## config.mk

```make
export PLATFORM = sky130hd
export DESIGN_NAME = ltc_set_ctrl_flat
export DESIGN_NICKNAME = d
export VERILOG_FILES = /design/src/rtl/ltc_set_ctrl_if.sv /design/src/rtl/ltc_set_ctrl.sv /design/src/flat_wrapper.sv
export SDC_FILE = /design/constraint.sdc
export NUM_CORES = 1
export LEC_CHECK = 0
export ABC_AREA = 1
export CAP_MARGIN = 10
export CORE_ASPECT_RATIO = 1.75
export CORE_MARGIN = 2
export CORE_UTILIZATION = 50
export DETAILED_ROUTE_END_ITERATION = 10
export PLACE_DENSITY = 0.66
export SLEW_MARGIN = 40
export SYNTH_ARGS = -nofsm -noshare
export SYNTH_HDL_FRONTEND = slang
export SYNTH_SLANG_ARGS = --single-unit
```

## constraint.sdc

```tcl
create_clock -name clk -period 2.2 [get_ports clk]
set_input_delay 0.44 -clock clk [delete_from_list [all_inputs] [get_ports clk]]
set_output_delay 0.44 -clock clk [all_outputs]
set_load 0.02 [all_outputs]
```

## src/rtl/ltc_set_ctrl_if.sv

```systemverilog
// ltc_set_ctrl_if: set-button, frame timing and increment-pulse signals of the LTC time-set controller
interface ltc_set_ctrl_if;
    logic btn_hrs;
    logic btn_min;
    logic btn_sec;
    logic frame_start;
    logic en;
    logic inc_hrs;
    logic inc_min;
    logic inc_sec;
    logic busy;
    modport master (
        output btn_hrs, btn_min, btn_sec, frame_start, en,
        input  inc_hrs, inc_min, inc_sec, busy
    );
    modport slave (
        input  btn_hrs, btn_min, btn_sec, frame_start, en,
        output inc_hrs, inc_min, inc_sec, busy
    );
endinterface

```

## src/rtl/ltc_set_ctrl.sv

```systemverilog
// ltc_set_ctrl: debounced set buttons with frame-counted auto-repeat, one increment pulse per frame boundary
module ltc_set_ctrl #(
    parameter int DEBOUNCE_CYCLES = 20000,
    parameter int REPEAT_DELAY    = 25,
    parameter int REPEAT_PERIOD   = 5
) (
    input logic           clk,
    input logic           reset_n,
    ltc_set_ctrl_if.slave bus
);
    localparam int CW   = $clog2(DEBOUNCE_CYCLES);
    localparam int FMAX = (REPEAT_DELAY > REPEAT_PERIOD) ? REPEAT_DELAY : REPEAT_PERIOD;
    localparam int FW   = (FMAX > 1) ? $clog2(FMAX) : 1;
    typedef enum logic [1:0] {IDLE, DELAY, REPEAT} st_t;
    logic [2:0]    raw, s1_q, s2_q, db_q, db_d, hit, rise, fall, set;
    logic [2:0]    issued, pend_q, pend_d, inc_q;
    logic [CW-1:0] cnt_q [3];
    logic [CW-1:0] cnt_d [3];
    logic [FW-1:0] fc_q  [3];
    logic [FW-1:0] fc_d  [3];
    st_t           st_q  [3];
    st_t           st_d  [3];
    logic          busy_q, busy_d, go;
    assign raw = {bus.btn_hrs, bus.btn_min, bus.btn_sec};
    assign go  = bus.frame_start & bus.en;
    always_comb begin
        hit  = '0;
        rise = '0;
        fall = '0;
        db_d = db_q;
        for (int i = 0; i < 3; i++) begin
            hit[i]   = (s2_q[i] != db_q[i]) && (cnt_q[i] == CW'(DEBOUNCE_CYCLES - 1));
            cnt_d[i] = (s2_q[i] == db_q[i] || hit[i]) ? '0 : cnt_q[i] + 1'b1;
            db_d[i]  = hit[i] ? s2_q[i] : db_q[i];
            rise[i]  = hit[i] & s2_q[i];
            fall[i]  = hit[i] & ~s2_q[i];
        end
    end
    // frame counting runs regardless of en; only issuing is gated
    always_comb begin
        set = '0;
        for (int i = 0; i < 3; i++) begin
            st_d[i] = st_q[i];
            fc_d[i] = fc_q[i];
            if (fall[i]) begin
                st_d[i] = IDLE;
                fc_d[i] = '0;
            end else begin
                case (st_q[i])
                    IDLE: if (rise[i]) begin
                        set[i]  = 1'b1;
                        fc_d[i] = '0;
                        st_d[i] = DELAY;
                    end
                    DELAY: if (bus.frame_start) begin
                        if (fc_q[i] == FW'(REPEAT_DELAY - 1)) begin
                            set[i]  = 1'b1;
                            fc_d[i] = '0;
                            st_d[i] = REPEAT;
                        end else begin
                            fc_d[i] = fc_q[i] + 1'b1;
                        end
                    end
                    REPEAT: if (bus.frame_start) begin
                        if (fc_q[i] == FW'(REPEAT_PERIOD - 1)) begin
                            set[i]  = 1'b1;
                            fc_d[i] = '0;
                        end else begin
                            fc_d[i] = fc_q[i] + 1'b1;
                        end
                    end
                    default: st_d[i] = IDLE;
                endcase
            end
        end
    end
    always_comb begin
        issued = !go      ? 3'b000 :
                 pend_q[2] ? 3'b100 :
                 pend_q[1] ? 3'b010 :
                 pend_q[0] ? 3'b001 : 3'b000;
        pend_d = (pend_q & ~issued) | set;
        busy_d = |pend_d;
    end
    always_ff @(posedge clk or negedge reset_n) begin
        if (!reset_n) begin
            s1_q   <= '0;
            s2_q   <= '0;
            db_q   <= '0;
            pend_q <= '0;
            inc_q  <= '0;
            busy_q <= 1'b0;
            for (int i = 0; i < 3; i++) begin
                cnt_q[i] <= '0;
                fc_q[i]  <= '0;
                st_q[i]  <= IDLE;
            end
        end else begin
            s1_q   <= raw;
            s2_q   <= s1_q;
            db_q   <= db_d;
            pend_q <= pend_d;
            inc_q  <= issued;
            busy_q <= busy_d;
            for (int i = 0; i < 3; i++) begin
                cnt_q[i] <= cnt_d[i];
                fc_q[i]  <= fc_d[i];
                st_q[i]  <= st_d[i];
            end
        end
    end
    assign bus.inc_hrs = inc_q[2];
    assign bus.inc_min = inc_q[1];
    assign bus.inc_sec = inc_q[0];
    assign bus.busy    = busy_q;
endmodule

```

## src/flat_wrapper.sv

```systemverilog
// flat-port wrapper written by rule: the top's interface ports become plain ports
module ltc_set_ctrl_flat 
#(
    parameter int DEBOUNCE_CYCLES = 20000,
    parameter int REPEAT_DELAY    = 25,
    parameter int REPEAT_PERIOD   = 5
)
  (clk, reset_n, bus_btn_hrs, bus_btn_min, bus_btn_sec, bus_frame_start, bus_en, bus_inc_hrs, bus_inc_min, bus_inc_sec, bus_busy);
  ltc_set_ctrl_if bus_i ();
  input logic clk;
  input logic reset_n;
  input wire logic [$bits(bus_i.btn_hrs)-1:0] bus_btn_hrs;
  input wire logic [$bits(bus_i.btn_min)-1:0] bus_btn_min;
  input wire logic [$bits(bus_i.btn_sec)-1:0] bus_btn_sec;
  input wire logic [$bits(bus_i.frame_start)-1:0] bus_frame_start;
  input wire logic [$bits(bus_i.en)-1:0] bus_en;
  output wire logic [$bits(bus_i.inc_hrs)-1:0] bus_inc_hrs;
  output wire logic [$bits(bus_i.inc_min)-1:0] bus_inc_min;
  output wire logic [$bits(bus_i.inc_sec)-1:0] bus_inc_sec;
  output wire logic [$bits(bus_i.busy)-1:0] bus_busy;
  assign bus_i.btn_hrs = bus_btn_hrs;
  assign bus_i.btn_min = bus_btn_min;
  assign bus_i.btn_sec = bus_btn_sec;
  assign bus_i.frame_start = bus_frame_start;
  assign bus_i.en = bus_en;
  assign bus_inc_hrs = bus_i.inc_hrs;
  assign bus_inc_min = bus_i.inc_min;
  assign bus_inc_sec = bus_i.inc_sec;
  assign bus_busy = bus_i.busy;
  ltc_set_ctrl #(.DEBOUNCE_CYCLES(DEBOUNCE_CYCLES), .REPEAT_DELAY(REPEAT_DELAY), .REPEAT_PERIOD(REPEAT_PERIOD)) u_core (.clk(clk), .reset_n(reset_n), .bus(bus_i));
endmodule
```

* Word level (Yosys, flattened, before mapping)
Cells that the tools add are included.
** Storage, ports and cells
- Input port bits :: 7
- Output and inout bits :: 4
- Word-level logic and storage cells :: 155
- Register bits after elaboration :: 82
** Operators by class
- Bitwise gates (word level) :: 13
- Reduce and logical (&&, ||, !) cells :: 19
- Muxes and demuxes :: 64
- Add/sub/neg operators :: 6
- Equality and inequality tests :: 36
** Operators by type and width (number)
- $mux W5 :: 18
- $add A15 B1 Y15 const B :: 3
- $eq A15 B15 Y1 const B :: 3
- $mux W15 :: 3
- $pmux W5 S3 :: 3
- $mux W2 :: 12
- $reduce_and A4 Y1 :: 6
- $mux W1 :: 19
- $ne A3 B1 Y1 const B :: 6
- $ne A3 B2 Y1 const B :: 6
- $pmux W2 S3 :: 3
- $add A5 B1 Y5 const B :: 3
- $eq A5 B3 Y1 const B :: 3
- $eq A5 B5 Y1 const B :: 3
- $reduce_bool A4 Y1 :: 3
- $mux W3 :: 3
- $pmux W1 S3 :: 3
- $and A1 B1 Y1 :: 7
- $eq A2 B1 Y1 const B :: 3
- $eq A2 B2 Y1 const B :: 3
- $logic_not A2 Y1 :: 3
- $ne A2 B1 Y1 const B :: 3
- $and A3 B3 Y3 :: 1
- $eq A1 B1 Y1 :: 3
- other kinds (7) :: 15

* Logic depth before layout (Yosys ltp)
Gate-level depths: netlist of run 1.
- Depth after elaboration :: 8
- Depth in mapped cells :: 11
- Mapped depth without buffers :: 11

* Least setup slack after synthesis of run 1
Ideal clock, no wire load.
- Path type :: reg-to-reg
- Start :: reg u_core.st_q[2] (netlist name)
- End :: reg u_core.fc_q[7] (netlist name)
- Data required time :: 2084 ps
- Library setup time :: 116 ps
- Clock period less this slack :: 1506 ps
- Slack :: 694 ps
- Path buffers :: 0
- Cell stages (with the launch flop) :: 9
- Data arrival time :: 1390 ps
- Cells stage by stage :: dfrtp_1 -> inv_1 -> ha_1 -> o31ai_1 -> nand2_2 -> nand3_4 -> clkinv_2 -> nand2_1 -> nand2_1
** On the way
- Longest elaborated chain between the ends :: 3
- Elaborated cells between the ends (all ways) :: 10
- Those cells by class :: eq/ne (5); mux (2); reduce/logical (3)
** RTL lines
- start, declared :: line ltc_set_ctrl.sv:21 : st_t st_q [3];
- start signal, assigned by index :: line ltc_set_ctrl.sv:108 : st_q[i] <= st_d[i];
- $eq A2 B2 Y1, or another cell as far along :: line ltc_set_ctrl.sv:49 : case (st_q[i])
- $ne A3 B2 Y1 (no source line), or another cell as far along
- $reduce_and A4 Y1 (no source line) / $mux W5 (equally long branches)
- end signal, assigned by index :: line ltc_set_ctrl.sv:107 : fc_q[i] <= fc_d[i];
- end, declared :: line ltc_set_ctrl.sv:19 : logic [FW-1:0] fc_q [3];
Parallel ways exist; a longest one is shown, timed or not.
A chain may end at the register's enable or synchronous reset.

==> summary.txt, run 1 <==
Run status
  • Status: completed

Clock network
  • Worst-Skew Late Latency: 330 ps
  • Total CTS buffers: 9
  • Post-CTS setup buffers: 0
  • CTS Root Cell: clkbuf_16
  • Clk slew on worst S/H paths: around 60 ps
  • Hold_buf cts: 0
  • H-tree depth: 3
  • Clock sink count: between 80 and 90
  • Max Root-Sink Buffers: 2
  • Post-cts sizing count: 0
  • CTS tree: built

Finish
  • Post-layout net count: 687
  • Area delta synth->final: 10.3%
  • Share of layout cells above drive strength 1: 9.39%
  • Number of fill cells in the layout: 933
  • Post-route cell area: about 5500 um^2
  • # diodes: 0

Global route
  • Wire length of the first global-routing pass: 17800 um
  • Vias in the first global route: just over 4000
  • Total gr overflow: 0
  • Initial antenna violation count: 0
  • Pin count of the biggest net entering global routing: 54
  • Total track usage: approximately a fifth

Synthesis
  • Mapped Area: around 5000 um^2
  • Post-synth EDFFs: 0
  • Synthesized instance count: 637
  • Netlist cell types: 38
  • Syn nets: approximately 670
  • Post-synth top cells: nand2_1 (140), nor2_1 (83), dfrtp_1 (82)
  • Ys async rst share: between 90% and 100%
  • Yosys warning total: 0
  • Yosys reg bits: slightly above 80
  • Sequential fraction of the synthesis area: between 40 and 50%
  • Cell taking the most area after synthesis: dfrtp_1
  • Yosys top cell area share: just over 40%
  • Most common cell in the netlist: nand2_1
  • Synth area leaders: dfrtp_1 (41%), nand2_1 (10%), ha_1 (6.2%)
  • Avg Cell Area, Syn: just under 8 um^2
  • Post-synth top flop: dfrtp_1

STA
  • Clock Skews: approximately 10 ps
  • Min Tclk post-route: 1740 ps
  • Fin. max-slew vios: 0
  • FMAX: 575 MHz
  • Worst slew pin tran: 512 ps
  • Setup_tns: 0 ps
  • Period utilisation layout: between 70% and 80%
  • Final Hold Fails: 0
  • RSZ-0062 raised after global routing: no
  • Max-slew headroom: approximately two thirds
  • Final setup fails: 0
  • Final setup margin: 460 ps

Drt
  • DRC Markers: 0
  • Routed wl met3: roughly 190 um
  • Routed wire length: ~10000 um
  • Max Used Layer: met4
  • Vias per Instance: 5.33
  • Wire length on met1: between 4000 and 5000 um
  • DRT iter0 DRCs: around 170
  • First-pass DRT Iterations: 4
  • Routed Antenna Nets: 0
  • Met2 routed WL: ~5700 um
  • Drt wl/cell: 12.9 um
  • Via count: roughly 4200

Job
  • Max-cap violation count: 0

Setup path
  • Crit-path max cell delay: roughly 380 ps
  • Worst Path Class, Setup: register to register
  • Worst-path fanout max: 5
  • Most common cell on crit path: nor2_1
  • Setup slack, reg-to-reg: between 400 and 500 ps
  • Worst Setup End Kind: register
  • Worst Setup Start Kind: register
  • R2R depth: 10
  • Critical path's slowest cell: dfrtp_1
  • Crit path cell chain: ha_1 -> nand3_2 -> nor2_1 -> nand2_1 -> nor2_1 -> nand2_1 -> nor2_1 -> nand3_1 -> nand2_1 -> nor2_1
  • CP top delay family: simple AND/OR/NAND/NOR gates
  • WP buf/inv: 0
  • Critical Path AT: between 1500 and 2000 ps
  • Reg2reg end: u_core.cnt_q[42]
  • Reg2reg start: u_core.cnt_q[30]
  • Req. time, crit path: between 2000 and 2500 ps

Power and ir drop
  • VDD IR max: roughly 520 uV
  • Leakage: between 2 and 3 nW
  • Cell Pwr Density: about 540 nW/um^2
  • Overall Power: slightly below 3 mW

Placement
  • I/O Buffers: 10
  • Pre-CTS WS: a little under 200 ps
  • Routability congestion estimate: around 0.9
  • Hpwl dp: about 7700 um
  • Placed inst area: between 5000 and 6000 um^2

Min path
  • Min-Delay Path Class: primary input to asynchronous set/reset pin

Floorplan
  • Starting Density: between 50% and 60%
  • Die area: ~11000 um^2
  • Die H: approximately 140 um
  • Placeable Area: 9790 um^2
  • Std cell rows: 48
  • Die X: 79.7 um
  • Num ports: 11
## placed cells by master, fill, tap and decap left out, types with 2 or more instances in the layout
cell             Yosys  final
xor2_1              13     13
o211ai_1             2      2
o21ai_1             10     10
nand3_4              8      8
ha_1                25     25
o21a_1               9      9
clkbuf_16            0      9
nor2_1              83     83
nor3b_2              2      2
nor2_4               5      5
nor2_2               4      4
clkbuf_1             0      2
nor3b_1              7      7
nand2_1            140    140
nand2_2             10     10
dfrtp_1             82     82
nand4_1             25     25
nor3_1              25     25
inv_1               80     80
inv_2                6      6
nand3_1             51     51
o21ai_0              4      4
xnor2_1              3      3
clkdlybuf4s50_1      0      9
clkinv_2             2      5
a21oi_1             19     19
nand3_2              5      5
## where the power goes
group          switching [mW]  leakage, nW  internal, mW
Sequential             0.0139         1.12          1.53
Combinational          0.0674         1.30        0.0306
Clock                   0.576        0.129         0.760
## registers in the layout (all words and copies together) (netlist names)
signal	count
u_core.db_q	3
u_core.s1_q	3
u_core.st_q	6
u_core.cnt_q	45
u_core.inc_q	3
u_core.s2_q	3
u_core.bus.busy	1
u_core.fc_q	15
u_core.pend_q	3
## area by class of cell
class	count	area [um^2]	share of cell area [%]
well taps	125	156	2.83
repair buffers	11	118	2.13
multi-input cells	462	2600	47.1
flip-flops and latches	82	2050	37.1
clock inverters	5	31.3	0.566
clock buffers	11	233	4.21
inverters	89	337	6.09
## worst reg2reg max path: cells and delay by family, from the launching register on
family / cells / cell delay (ps)
DFF: 1 / 380
and+or+nand+nor: 9 / 1010
adders and majority gates: 1 / 210
## per-layer routing
layer,up-vias,global-route usage (%)
met5,-,0
met4,0,9.77
met3,18,3.32
met2,56,38.1
met1,2010,22.3
li1,2099,-
## kinds of logic (layout without fill, tap and decap cells)
logic type,after synthesis,count (layout),share of synthesized area (%)
AOI/OAI and AO/OA,49,49,5.69
buffers and inverters,93,116,7.12
DFF,82,82,40.9
adders and majority gates,25,25,6.24
and+or+nand+nor,372,372,37.2
xor gates and xnor gates,16,16,2.80
## stage by stage
step	instances	util (%)	hold WS (ps)
after floorplan	637	-	144
after global placement	769	53.8	340
after detailed placement	769	53.8	341
after CTS	785	56.5	37.8
after global routing	785	56.5	54.0
final	785	56.5	33.6
## how the worst max path moves through the flow
| stage | depth (start not counted) | slack [ps] | from | to |
|---|---|---|---|---|
| after floorplan | 8 | 690 | u_core.st_q[2] | u_core.fc_q[7] |
| after global placement | 9 | 290 | bus_frame_start | u_core.fc_q[7] |
| after detailed placement | 7 | 190 | bus_frame_start | u_core.fc_q[2] |
| after CTS | 7 | 420 | u_core.cnt_q[30] | u_core.cnt_q[41] |
| after global routing | 9 | 280 | u_core.cnt_q[0] | u_core.cnt_q[11] |
| final | 10 | 460 | u_core.cnt_q[30] | u_core.cnt_q[42] |
Power figures use the tool's default switching activity.
==> run 2: changes to the inputs <==
==> constraint.sdc (replaced) <==
create_clock -name clk -period 1.7 [get_ports clk]
set_input_delay 0.34 -clock clk [delete_from_list [all_inputs] [get_ports clk]]
set_output_delay 0.34 -clock clk [all_outputs]
set_load 0.02 [all_outputs]
==> summary.txt, run 2 (synthesis gave the netlist of run 1 again) <==
Run status
  • Status: completed

Finish
  • Area delta synth->final: 18.7%
  • Share of layout cells above drive strength 1: roughly 18%
  • Core Util, Final: 60.8%
  • Cell Count, Final, Fillers Out: roughly 820
  • Biggest register: u_core.cnt_q
  • Commonest non-fill, non-tap cell in the layout: nand2_1
  • # diodes: 0
  • Max reg flops: between 40 and 50
  • Commonest non-fill, non-tap cells in the layout: nand2_1 (130), dfrtp_1 (82), inv_1 (80)
  • Post-layout net count: 720
  • Biggest regs: u_core.cnt_q (45), u_core.fc_q (15), u_core.st_q (6)
  • Number of fill cells in the layout: about 860

Setup path
  • Setup slack, reg-to-reg: roughly 60 ps
  • Worst-path fanout max: 1
  • Crit-path max cell delay: 610 ps
  • Reg2reg end: u_core.fc_q[0]
  • Critical path's slowest cell: clkdlybuf4s50_1
  • R2R depth: 12
  • CP top delay family: buffers and inverters
  • Crit path cell chain: clkdlybuf4s50_1
  • Worst Setup Start Kind: register
  • Worst setup endpoint: bus_inc_sec
  • Origin of the worst setup path: u_core.inc_q[0]
  • Critical Path AT: between 1000 and 1500 ps
  • WP buf/inv: 1
  • Worst Path Class, Setup: register to output port
  • Req. time, crit path: between 1000 and 1500 ps
  • Reg2reg start: u_core.cnt_q[0]
  • Worst Setup End Kind: output port
  • Critical path depth in cells: 1

Clock network
  • Total CTS buffers: 9
  • H-tree depth: 3
  • CTS tree: built
  • Clock sink count: 82
  • CTS Root Cell: clkbuf_16
  • Clk slew on worst S/H paths: ~60 ps
  • Worst-Skew Late Latency: 330 ps
  • Max Root-Sink Buffers: 2

Placement
  • Hpwl dp: 7820 um
  • I/O Buffers: 10
  • Routability congestion estimate: 0.910
  • Post-Place Cells: 800

Global route
  • Total gr overflow: 0
  • Initial antenna violation count: 0
  • Vias in the first global route: 4241
  • Wire length of the first global-routing pass: about 18000 um
  • Pin count of the biggest net entering global routing: 83
  • Total track usage: 21.3%

Drt
  • Routed wire length: between 10000 and 15000 um
  • Max Used Layer: met4
  • DRC Markers: 0
  • Routed wl met3: 283 um
  • DRT iter0 DRCs: 167
  • Routed Antenna Nets: 0
  • First-pass DRT Iterations: 5
  • Vias per Instance: 5.19
  • Met2 routed WL: 5770 um
  • Wire length on met1: 4210 um
  • Via count: ~4200
  • Drt wl/cell: ~13 um

STA
  • Final Hold Fails: 0
  • FMAX: 610 MHz
  • Final setup fails: 0
  • Fin. max-slew vios: 0
  • Max-slew headroom: ~69%
  • Worst slew pin tran: 460 ps
  • Clock Skews: around 11 ps
  • Min Tclk post-route: around 1600 ps
  • RSZ-0062 raised after global routing: yes
  • Period utilisation layout: between 90% and 100%

Floorplan
  • Placeable Area: just under 10000 um^2
  • Starting Density: between 50 and 60%
  • Die X: between 70 and 80 um
  • Num ports: 11
  • Die area: roughly 11000 um^2
  • Std cell rows: 48
  • Die H: between 100 and 150 um

Power and ir drop
  • Overall Power: ~4 mW
  • Leakage: approximately 2.8 nW
  • Cell Pwr Density: roughly 670 nW/um^2
  • VDD IR max: 495 uV

Job
  • Max-cap violation count: 0

Min path
  • Min-Delay Path Class: primary input to asynchronous set/reset pin
[run 2: repair_timing]
item	4_1_cts	5_1_grt
pin swaps	0	12
hold buffers	0	0
resized for setup	1	34
hold endpoints to repair	0	0
setup buffers	0	2
endpoints found under the setup margin	1	29
[run 2: cell type report]
type	count	area [um^2]	area share (%)
Multi-Input combinational cell	462	2730	45.9
Sequential cell	82	2050	34.5
Timing Repair Buffer	44	390	6.56
Inverter	89	337	5.66
Clock buffer	12	256	4.31
Tap cell	125	156	2.63
Clock inverter	4	26.3	0.442
[run 2: where the power goes]
group	leakage (nW)	internal, mW	total (mW)	switching [mW]
combinational	1.51	0.0670	0.162	0.0948
clock	0.139	1.07	1.82	0.754
sequential	1.12	1.98	2.00	0.0206
total	2.77	3.11	3.98	0.869
[run 2: stage by stage]
stage | TNS [ps] | setup slack [ps] | hold WS (ps) | cell area (um^2)
after global routing | -255 | -56.7 | 43.6 | 5950
after detailed placement | -9.44 | -9.44 | 339 | 5520
after global placement | 0 | 21.7 | 334 | 5520
final | 0 | 59.9 | 7.05 | 5950
after floorplan | 0 | 194 | 44.4 | 5010
after CTS | 0 | 4.95 | 44.8 | 5810
[run 2: per-layer routing]
metal	GRT usage, %	vias to the layer above
met5	0	-
met4	8.14	0
met3	4.45	18
met2	38.9	64
met1	23.7	1996
li1	-	2165
[run 2: how the worst min path moves through the flow]
stage | slack (ps) | from | end | cells past startpoint
after floorplan | 40 | reset_n | u_core.bus.busy | 0
after global placement | 330 | u_core.s1_q[1] | u_core.s2_q[1] | 0
after detailed placement | 340 | u_core.s1_q[2] | u_core.s2_q[2] | 0
after CTS | 40 | reset_n | u_core.cnt_q[11] | 2
after global routing | 40 | reset_n | u_core.cnt_q[11] | 2
final | 7 | reset_n | u_core.cnt_q[11] | 2
